[config.mk]
export PLATFORM = sky130hd
export DESIGN_NAME = apb_ucpd_rx_symdec
export DESIGN_NICKNAME = d
export VERILOG_FILES = /design/src/rtl/apb_ucpd_rx_symdec.sv
export SDC_FILE = /design/constraint.sdc
export NUM_CORES = 1
export LEC_CHECK = 0
export CAP_MARGIN = 20
export CORE_MARGIN = 2
export CORE_UTILIZATION = 45
export CTS_CLUSTER_DIAMETER = 30
export DETAILED_ROUTE_END_ITERATION = 10
export HOLD_SLACK_MARGIN = 0.05
export PLACE_DENSITY = 0.67
export REMOVE_ABC_BUFFERS = 1
export SKIP_LAST_GASP = 1
export SLEW_MARGIN = 20
export SYNTH_ARGS = -nofsm -noshare
export SYNTH_HDL_FRONTEND = slang
export SYNTH_SLANG_ARGS = --single-unit
[constraint.sdc]
create_clock -name ic_clk -period 8.6 [get_ports ic_clk]
set_input_delay 1.29 -clock ic_clk [delete_from_list [all_inputs] [get_ports ic_clk]]
set_output_delay 1.29 -clock ic_clk [all_outputs]
set_load 0.05 [all_outputs]
[src/rtl/apb_ucpd_rx_symdec.sv]
// ---------------------------------------------------------------------------
// apb_ucpd_rx_symdec
// Receive-side 4b5b symbol decoder for the UCPD PHY. Hunts the BMC-recovered
// bit stream for a K-code ordered set (3-of-4 symbol match), then assembles
// 5b data symbols into bytes until EOP, an invalid symbol or overflow.
//
// Ports
//   ic_clk       block clock, rising edge
//   ic_rst       asynchronous active-high reset
//   rx_en        decoder enable; low forces IDLE
//   abort        synchronous frame abort
//   bit_vld      bit_in valid strobe (at most one per two clocks)
//   bit_in       line bit, symbol LSB first
//   ordset_en    accept mask [0]SOP [1]SOP' [2]SOP'' [3]SOP'_Dbg [4]SOP''_Dbg
//                [5]HRST [6]CRST
//   sop_det      pulse: enabled SOP-family ordered set found
//   ordset_type  index of last detected ordered set (held)
//   hrst_det     pulse: Hard Reset detected
//   crst_det     pulse: Cable Reset detected
//   byte_vld     pulse: byte_out valid
//   byte_out     decoded byte {hi nibble, lo nibble} (held)
//   byte_cnt     bytes decoded in current frame (saturates at MAX_BYTES)
//   eop_det      pulse: EOP received in DATA
//   sym_err      pulse: invalid symbol, odd nibble count at EOP, or overflow
//   busy         high while in DATA
// ---------------------------------------------------------------------------
module apb_ucpd_rx_symdec #(
  parameter int unsigned MAX_BYTES = 264,
  parameter int unsigned BCNT_W    = 10
) (
  input  logic              ic_clk,
  input  logic              ic_rst,
  input  logic              rx_en,
  input  logic              abort,
  input  logic              bit_vld,
  input  logic              bit_in,
  input  logic [6:0]        ordset_en,
  output logic              sop_det,
  output logic [2:0]        ordset_type,
  output logic              hrst_det,
  output logic              crst_det,
  output logic              byte_vld,
  output logic [7:0]        byte_out,
  output logic [BCNT_W-1:0] byte_cnt,
  output logic              eop_det,
  output logic              sym_err,
  output logic              busy
);

  localparam int unsigned WIN_W = 20;
  localparam int unsigned SYM_W = 5;

  localparam logic [1:0] ST_IDLE = 2'd0;
  localparam logic [1:0] ST_HUNT = 2'd1;
  localparam logic [1:0] ST_DATA = 2'd2;

  // K-codes, bit[0] is the first bit on the line
  localparam logic [4:0] K_S1  = 5'b11000;
  localparam logic [4:0] K_S2  = 5'b10001;
  localparam logic [4:0] K_S3  = 5'b00110;
  localparam logic [4:0] K_R1  = 5'b00111;
  localparam logic [4:0] K_R2  = 5'b11001;
  localparam logic [4:0] K_EOP = 5'b01101;

  // Ordered-set pattern; first symbol in the low 5 bits
  function automatic logic [WIN_W-1:0] set_pat(input logic [2:0] idx);
    logic [WIN_W-1:0] p;
    case (idx)
      3'd0:    p = {K_S2, K_S1, K_S1, K_S1};
      3'd1:    p = {K_S3, K_S3, K_S1, K_S1};
      3'd2:    p = {K_S3, K_S1, K_S3, K_S1};
      3'd3:    p = {K_S3, K_R2, K_R2, K_S1};
      3'd4:    p = {K_S2, K_S3, K_R2, K_S1};
      3'd5:    p = {K_R2, K_R1, K_R1, K_R1};
      3'd6:    p = {K_S3, K_R1, K_S1, K_R1};
      default: p = '0;
    endcase
    return p;
  endfunction

  // At least three of the four symbols must match exactly
  function automatic logic match34(input logic [WIN_W-1:0] w,
                                   input logic [WIN_W-1:0] p);
    logic [2:0] n;
    n = '0;
    for (int k = 0; k < 4; k++) begin
      if (w[k*SYM_W +: SYM_W] == p[k*SYM_W +: SYM_W]) n = n + 3'd1;
    end
    return (n >= 3'd3);
  endfunction

  // 4b5b data decode: {valid, nibble}
  function automatic logic [4:0] dec_data(input logic [4:0] c);
    logic [4:0] r;
    case (c)
      5'b11110: r = {1'b1, 4'h0};
      5'b01001: r = {1'b1, 4'h1};
      5'b10100: r = {1'b1, 4'h2};
      5'b10101: r = {1'b1, 4'h3};
      5'b01010: r = {1'b1, 4'h4};
      5'b01011: r = {1'b1, 4'h5};
      5'b01110: r = {1'b1, 4'h6};
      5'b01111: r = {1'b1, 4'h7};
      5'b10010: r = {1'b1, 4'h8};
      5'b10011: r = {1'b1, 4'h9};
      5'b10110: r = {1'b1, 4'hA};
      5'b10111: r = {1'b1, 4'hB};
      5'b11010: r = {1'b1, 4'hC};
      5'b11011: r = {1'b1, 4'hD};
      5'b11100: r = {1'b1, 4'hE};
      5'b11101: r = {1'b1, 4'hF};
      default:  r = 5'b0_0000;
    endcase
    return r;
  endfunction

  logic [1:0]        state_q, state_d;
  logic [WIN_W-1:0]  win_q, win_d;
  logic [SYM_W-1:0]  sym_q, sym_d;
  logic [2:0]        bitc_q, bitc_d;
  logic              odd_q, odd_d;
  logic [3:0]        lo_q, lo_d;
  logic              sop_det_q, sop_det_d;
  logic [2:0]        ordset_type_q, ordset_type_d;
  logic              hrst_det_q, hrst_det_d;
  logic              crst_det_q, crst_det_d;
  logic              byte_vld_q, byte_vld_d;
  logic [7:0]        byte_out_q, byte_out_d;
  logic [BCNT_W-1:0] byte_cnt_q, byte_cnt_d;
  logic              eop_det_q, eop_det_d;
  logic              sym_err_q, sym_err_d;
  logic              busy_q, busy_d;

  logic [WIN_W-1:0]  win_shift;
  logic [SYM_W-1:0]  sym_shift;
  logic [6:0]        hit;
  logic [2:0]        sop_idx;
  logic [4:0]        dec;

  // New bits enter at the top so the oldest symbol ends in the low bits
  assign win_shift = {bit_in, win_q[WIN_W-1:1]};
  assign sym_shift = {bit_in, sym_q[SYM_W-1:1]};
  assign dec       = dec_data(sym_shift);

  // Enabled ordered sets matching the window after this shift
  always_comb begin
    hit = '0;
    for (int i = 0; i < 7; i++) begin
      hit[i] = ordset_en[i] & match34(win_shift, set_pat(3'(i)));
    end
  end

  // Lowest-index SOP-family match
  always_comb begin
    sop_idx = 3'd0;
    casez (hit[4:0])
      5'b????1: sop_idx = 3'd0;
      5'b???10: sop_idx = 3'd1;
      5'b??100: sop_idx = 3'd2;
      5'b?1000: sop_idx = 3'd3;
      5'b10000: sop_idx = 3'd4;
      default:  sop_idx = 3'd0;
    endcase
  end

  // Next-state and output logic
  always_comb begin
    state_d       = state_q;
    win_d         = win_q;
    sym_d         = sym_q;
    bitc_d        = bitc_q;
    odd_d         = odd_q;
    lo_d          = lo_q;
    sop_det_d     = 1'b0;
    ordset_type_d = ordset_type_q;
    hrst_det_d    = 1'b0;
    crst_det_d    = 1'b0;
    byte_vld_d    = 1'b0;
    byte_out_d    = byte_out_q;
    byte_cnt_d    = byte_cnt_q;
    eop_det_d     = 1'b0;
    sym_err_d     = 1'b0;

    if (!rx_en || abort) begin
      // disable/abort wins over any coincident bit
      state_d = ST_IDLE;
      win_d   = '0;
      sym_d   = '0;
      bitc_d  = '0;
      odd_d   = 1'b0;
    end else begin
      case (state_q)
        ST_IDLE: begin
          state_d = ST_HUNT;
          win_d   = '0;
        end
        ST_HUNT: begin
          if (bit_vld) begin
            win_d = win_shift;
            if (hit[5]) begin
              hrst_det_d    = 1'b1;
              ordset_type_d = 3'd5;
              win_d         = '0;
            end else if (hit[6]) begin
              crst_det_d    = 1'b1;
              ordset_type_d = 3'd6;
              win_d         = '0;
            end else if (|hit[4:0]) begin
              sop_det_d     = 1'b1;
              ordset_type_d = sop_idx;
              byte_cnt_d    = '0;
              state_d       = ST_DATA;
              win_d         = '0;
              sym_d         = '0;
              bitc_d        = '0;
              odd_d         = 1'b0;
            end
          end
        end
        ST_DATA: begin
          if (bit_vld) begin
            sym_d = sym_shift;
            if (bitc_q == 3'd4) begin
              bitc_d = '0;
              if (dec[4]) begin
                if (!odd_q) begin
                  lo_d  = dec[3:0];
                  odd_d = 1'b1;
                end else begin
                  odd_d = 1'b0;
                  if (byte_cnt_q == BCNT_W'(MAX_BYTES)) begin
                    sym_err_d = 1'b1;
                    state_d   = ST_HUNT;
                  end else begin
                    byte_vld_d = 1'b1;
                    byte_out_d = {dec[3:0], lo_q};
                    byte_cnt_d = byte_cnt_q + BCNT_W'(1);
                  end
                end
              end else if (sym_shift == K_EOP) begin
                // an odd nibble count means a dropped half byte
                eop_det_d = 1'b1;
                sym_err_d = odd_q;
                odd_d     = 1'b0;
                state_d   = ST_HUNT;
              end else begin
                sym_err_d = 1'b1;
                odd_d     = 1'b0;
                state_d   = ST_HUNT;
              end
            end else begin
              bitc_d = bitc_q + 3'd1;
            end
          end
        end
        default: begin
          state_d = ST_IDLE;
        end
      endcase
    end

    busy_d = (state_d == ST_DATA);
  end

  // State and output registers
  always_ff @(posedge ic_clk or posedge ic_rst) begin
    if (ic_rst) begin
      state_q       <= ST_IDLE;
      win_q         <= '0;
      sym_q         <= '0;
      bitc_q        <= '0;
      odd_q         <= 1'b0;
      lo_q          <= '0;
      sop_det_q     <= 1'b0;
      ordset_type_q <= '0;
      hrst_det_q    <= 1'b0;
      crst_det_q    <= 1'b0;
      byte_vld_q    <= 1'b0;
      byte_out_q    <= '0;
      byte_cnt_q    <= '0;
      eop_det_q     <= 1'b0;
      sym_err_q     <= 1'b0;
      busy_q        <= 1'b0;
    end else begin
      state_q       <= state_d;
      win_q         <= win_d;
      sym_q         <= sym_d;
      bitc_q        <= bitc_d;
      odd_q         <= odd_d;
      lo_q          <= lo_d;
      sop_det_q     <= sop_det_d;
      ordset_type_q <= ordset_type_d;
      hrst_det_q    <= hrst_det_d;
      crst_det_q    <= crst_det_d;
      byte_vld_q    <= byte_vld_d;
      byte_out_q    <= byte_out_d;
      byte_cnt_q    <= byte_cnt_d;
      eop_det_q     <= eop_det_d;
      sym_err_q     <= sym_err_d;
      busy_q        <= busy_d;
    end
  end

  assign sop_det     = sop_det_q;
  assign ordset_type = ordset_type_q;
  assign hrst_det    = hrst_det_q;
  assign crst_det    = crst_det_q;
  assign byte_vld    = byte_vld_q;
  assign byte_out    = byte_out_q;
  assign byte_cnt    = byte_cnt_q;
  assign eop_det     = eop_det_q;
  assign sym_err     = sym_err_q;
  assign busy        = busy_q;

endmodule

==> impl_metrics.csv <==
group,metric,value,unit
sta,setup_viol,0,
power_and_ir_drop,peakVddDrop,63.9,uV
critical_path,cp_num_buf_inv,1,
placement,portBuffers,40,
sta,timing.fmax,234,MHz
detailed_routing,drt_wl_total,9450,um
layout,layout.nets,529,
sta,finClkSkew,10.7,ps
sta,whs,469,ps
detailed_routing,via_per_inst,5.86,
detailed_routing,first_pass_iters,5,
critical_path,rr_endpoint,"bitc_q[0]",
layout,nFillCells,819,
sta,fin_crit_sh,49.7,%
clocking,clock_tree.root_cell,"clkbuf_8",
global_routing,met3_usage,4.36,%
sta,rsz0062_at_grt,"false",
global_routing,grt_busiest_layer,"met2",
critical_path,cp_top_family,"simple AND/OR/NAND/NOR gates",
hold_path,holdPathStages,2,
critical_path,start_kind,"primary input",
clocking,cts_inserted_buffers,9,
critical_path,r2r-start,"win_q[1]",
global_routing,grt-ovfl-total,0,
synthesis,postSynthCellCount,453,
global_routing,grt_max_degree,62,
critical_path,critPathMaxStageDelay,740,ps
clocking,cts_hold_buf,0,
synthesis,synth-edff-count,0,
synthesis,synth_flop_cell,"dfrtp_1",
clocking,cts_tree,"yes",
synthesis,synth_area,0.00411,mm2
synthesis,synth.distinct_cells,70,
critical_path,critical_path_required,8830,ps
power_and_ir_drop,total_power,535,uW
clocking,cts_setup_buffers,0,
layout,diodes,0,
critical_path,path_cells,"clkdlybuf4s50_1 -> and4_1 -> o21a_1 -> nor4_2 -> nand4_1 -> a2111oi_2 -> mux2_1",
detailed_routing,post_drt_wl_per_cell,15.7,um
critical_path,arrival,4500,ps
layout,area_delta_synth_final,15.7,%
hold_path,hold_end,"byte_out[2]",
detailed_routing,drc,0,
floorplanning,dieArea,0.00992,mm2
sta,slew_headroom,43.1,%
global_routing,grt.total_usage,21.2,%
layout,multi_input_area,0.00240,mm2
run_status,status,"completed",
power_and_ir_drop,power.density,113,mW/mm2
sta,finalCriticalPeriod,4280,ps
critical_path,cp-end-kind,"flop",
detailed_routing,drt_iter0_markers,202,
clocking,clkSlewWorstSetupHoldPaths,70,ps
clocking,cts_resized,0,
sta,worst_slew_pin_slew,851,ps
floorplanning,initial_core_util,46.7,%
clocking,worstSkewPairLatency,340,ps
critical_path,path_class,"primary input to flop",
placement,hpwlAfterDp,6730,um
job,drv_cap,0,
floorplanning,ios,41,
critical_path,cp_max_fo,21,
layout,layout-drive-gt1-share,9.11,%
sta,tns,0,ps
global_routing,grt_pass1_wl,16900,um
floorplanning,rows,34,
global_routing,antenna_found_initial,0,
clocking,htree_levels,3,
hold_path,hold_path.class,"flop to flop",
critical_path,r2r_slack,4410,ps
synthesis,postSynth.asyncResetShare,100,%
critical_path,slowest_stage,"nand4_1",
clocking,numClockSinks,61,
sta,timing.final.max_slew_violations,0,
clocking,cts_max_path_buffers,2,
layout,regArea,0.00153,mm2
hold_path,hp-start,"lo_q[2]",
floorplanning,design.core.area,0.00881,mm2
global_routing,grt_pass1_vias,3473,
placement,routabilityCongestion,0.868,
global_routing,gr-usage-met1,31.2,%
synthesis,ys_ff_latch,61,
sta,finalHoldViolCount,0,
floorplanning,die_h,99.6,um
layout,final_util,54.0,%
detailed_routing,vias,3526,
global_routing,met2_usage,31.8,%
synthesis,ys_seq_area_share,37.1,%
detailed_routing,drtAntennaViolNets,0,
floorplanning,die_w,99.6,um
synthesis,syn_avg_cell_area,9.08,um2
critical_path,reg2reg_depth,14,
synthesis,yosys_warnings,0,
power_and_ir_drop,p_leak,2.08,nW
routing by layer:
| layer | vias up | routed length (um) |
|---|---|---|
| met3 | 10 | 412 |
| met2 | 77 | 4120 |
| met1 | 1696 | 4810 |
| li1 | 1743 | - |
| met4 | 0 | 114 |
| met5 | - | 0 |
Yosys cell counts (3+ instances only):
library cell | instances | area, um2
and4bb_2 | 4 | 50.1
nor4_1 | 3 | 18.8
and4_1 | 3 | 26.3
a21o_1 | 4 | 30.0
clkbuf_1 | 13 | 48.8
o41ai_1 | 3 | 26.3
nor3_1 | 12 | 60.1
nor2_1 | 28 | 105
a211oi_1 | 9 | 67.6
buf_2 | 3 | 15.0
mux2i_1 | 5 | 50.1
or3_1 | 5 | 31.3
nand3_1 | 15 | 75.1
xnor2_1 | 4 | 35.0
mux2_2 | 7 | 78.8
mux2_1 | 3 | 33.8
a21oi_1 | 29 | 145
nand2b_1 | 6 | 37.5
a32oi_1 | 4 | 35.0
nand2_1 | 55 | 206
inv_1 | 28 | 105
ha_1 | 27 | 338
nor2b_1 | 11 | 68.8
a31oi_1 | 8 | 50.1
a22o_1 | 19 | 166
nand4_1 | 7 | 43.8
dfrtp_1 | 61 | 1530
o21ai_0 | 25 | 125
o211ai_1 | 4 | 30.0
report_power, final:
part           switching (mW)  total, mW  internal, mW
Clock                   0.114      0.225         0.112
Sequential           0.000416      0.288         0.287
Combinational          0.0144     0.0222       0.00777
Total                   0.128      0.535         0.407
layout make-up:
cell class	count	share of cell area, %
inverters	30	2.37
well taps	108	2.84
clock inverters	4	0.500
multi-input cells	345	50.4
clock buffers	12	3.05
flip-flops and latches	61	32.1
repair buffers	42	8.73
tightest hold or removal path: stages (launching register included):
cell and delay (ps):
dfrtp_1 340, nand2_1 50, nand2_1 50
kinds of logic (layout without fill, tap and decap cells):
logic type | Yosys count | after routing | share of synthesized area (%)
xor+xnor | 4 | 4 | 0.852
fa+ha+maj | 27 | 27 | 8.22
buf+inv | 47 | 88 | 4.56
flops | 61 | 61 | 37.1
mux | 15 | 15 | 3.96
simple gates | 171 | 171 | 22.7
compound gates | 128 | 128 | 22.6
metrics by stage:
stage / cell area [um2] / cells / worst slack [ps]
6_report: 4760 / 602 / 4320
5_1_grt: 4760 / 602 / 3950
4_1_cts: 4760 / 602 / 4310
3_5_place_dp: 4590 / 586 / 3950
3_3_place_gp: 4590 / 586 / 4030
2_1_floorplan: 4040 / 436 / 4940
worst max path at each step:
stage / cells after the start / to / slack (ps) / startpoint
4_1_cts: 7 / byte_cnt[8] / 4310 / bit_in
2_1_floorplan: 13 / byte_cnt[8] / 4940 / win_q[4]
6_report: 7 / byte_cnt[8] / 4320 / bit_in
5_1_grt: 7 / byte_cnt[8] / 3950 / bit_in
3_3_place_gp: 7 / byte_cnt[8] / 4030 / bit_in
3_5_place_dp: 7 / byte_cnt[8] / 3950 / bit_in
cells in the final DEF, fill, tap and decap left out, drive strengths merged, types with 2 or more instances in the layout:
master / instances
nor3: 13
a41o: 2
or2: 3
dfrtp: 61
o31ai: 2
and4bb: 4
or3: 5
a21o: 4
clkdlybuf4s50: 40
or3b: 2
a2111oi: 3
nand2b: 6
mux2: 10
a32oi: 4
ha: 27
nand4: 7
nor2b: 11
a22o: 19
a211oi: 9
mux2i: 5
and3: 2
buf: 2
clkinv: 5
and4: 3
o41ai: 3
o21ai: 26
a31oi: 8
xnor2: 4
o211ai: 4
nand2: 55
nand3: 15
nor4b: 3
clkbuf: 12
a21boi: 2
a21oi: 29
inv: 29
o21a: 2
nor2: 29
nand4bb: 2
nor4: 4
state kept, by name, indices dropped and copies added, names as in the netlist:
signal,cells
sym_q,4
sym_err,1
busy,1
byte_vld,1
bitc_q,3
byte_out,8
hrst_det,1
lo_q,4
ordset_type,3
eop_det,1
win_q,19
byte_cnt,10
sop_det,1
crst_det,1
state_q,2
odd_q,1
Note: power is estimated with default switching activity, not from simulation.
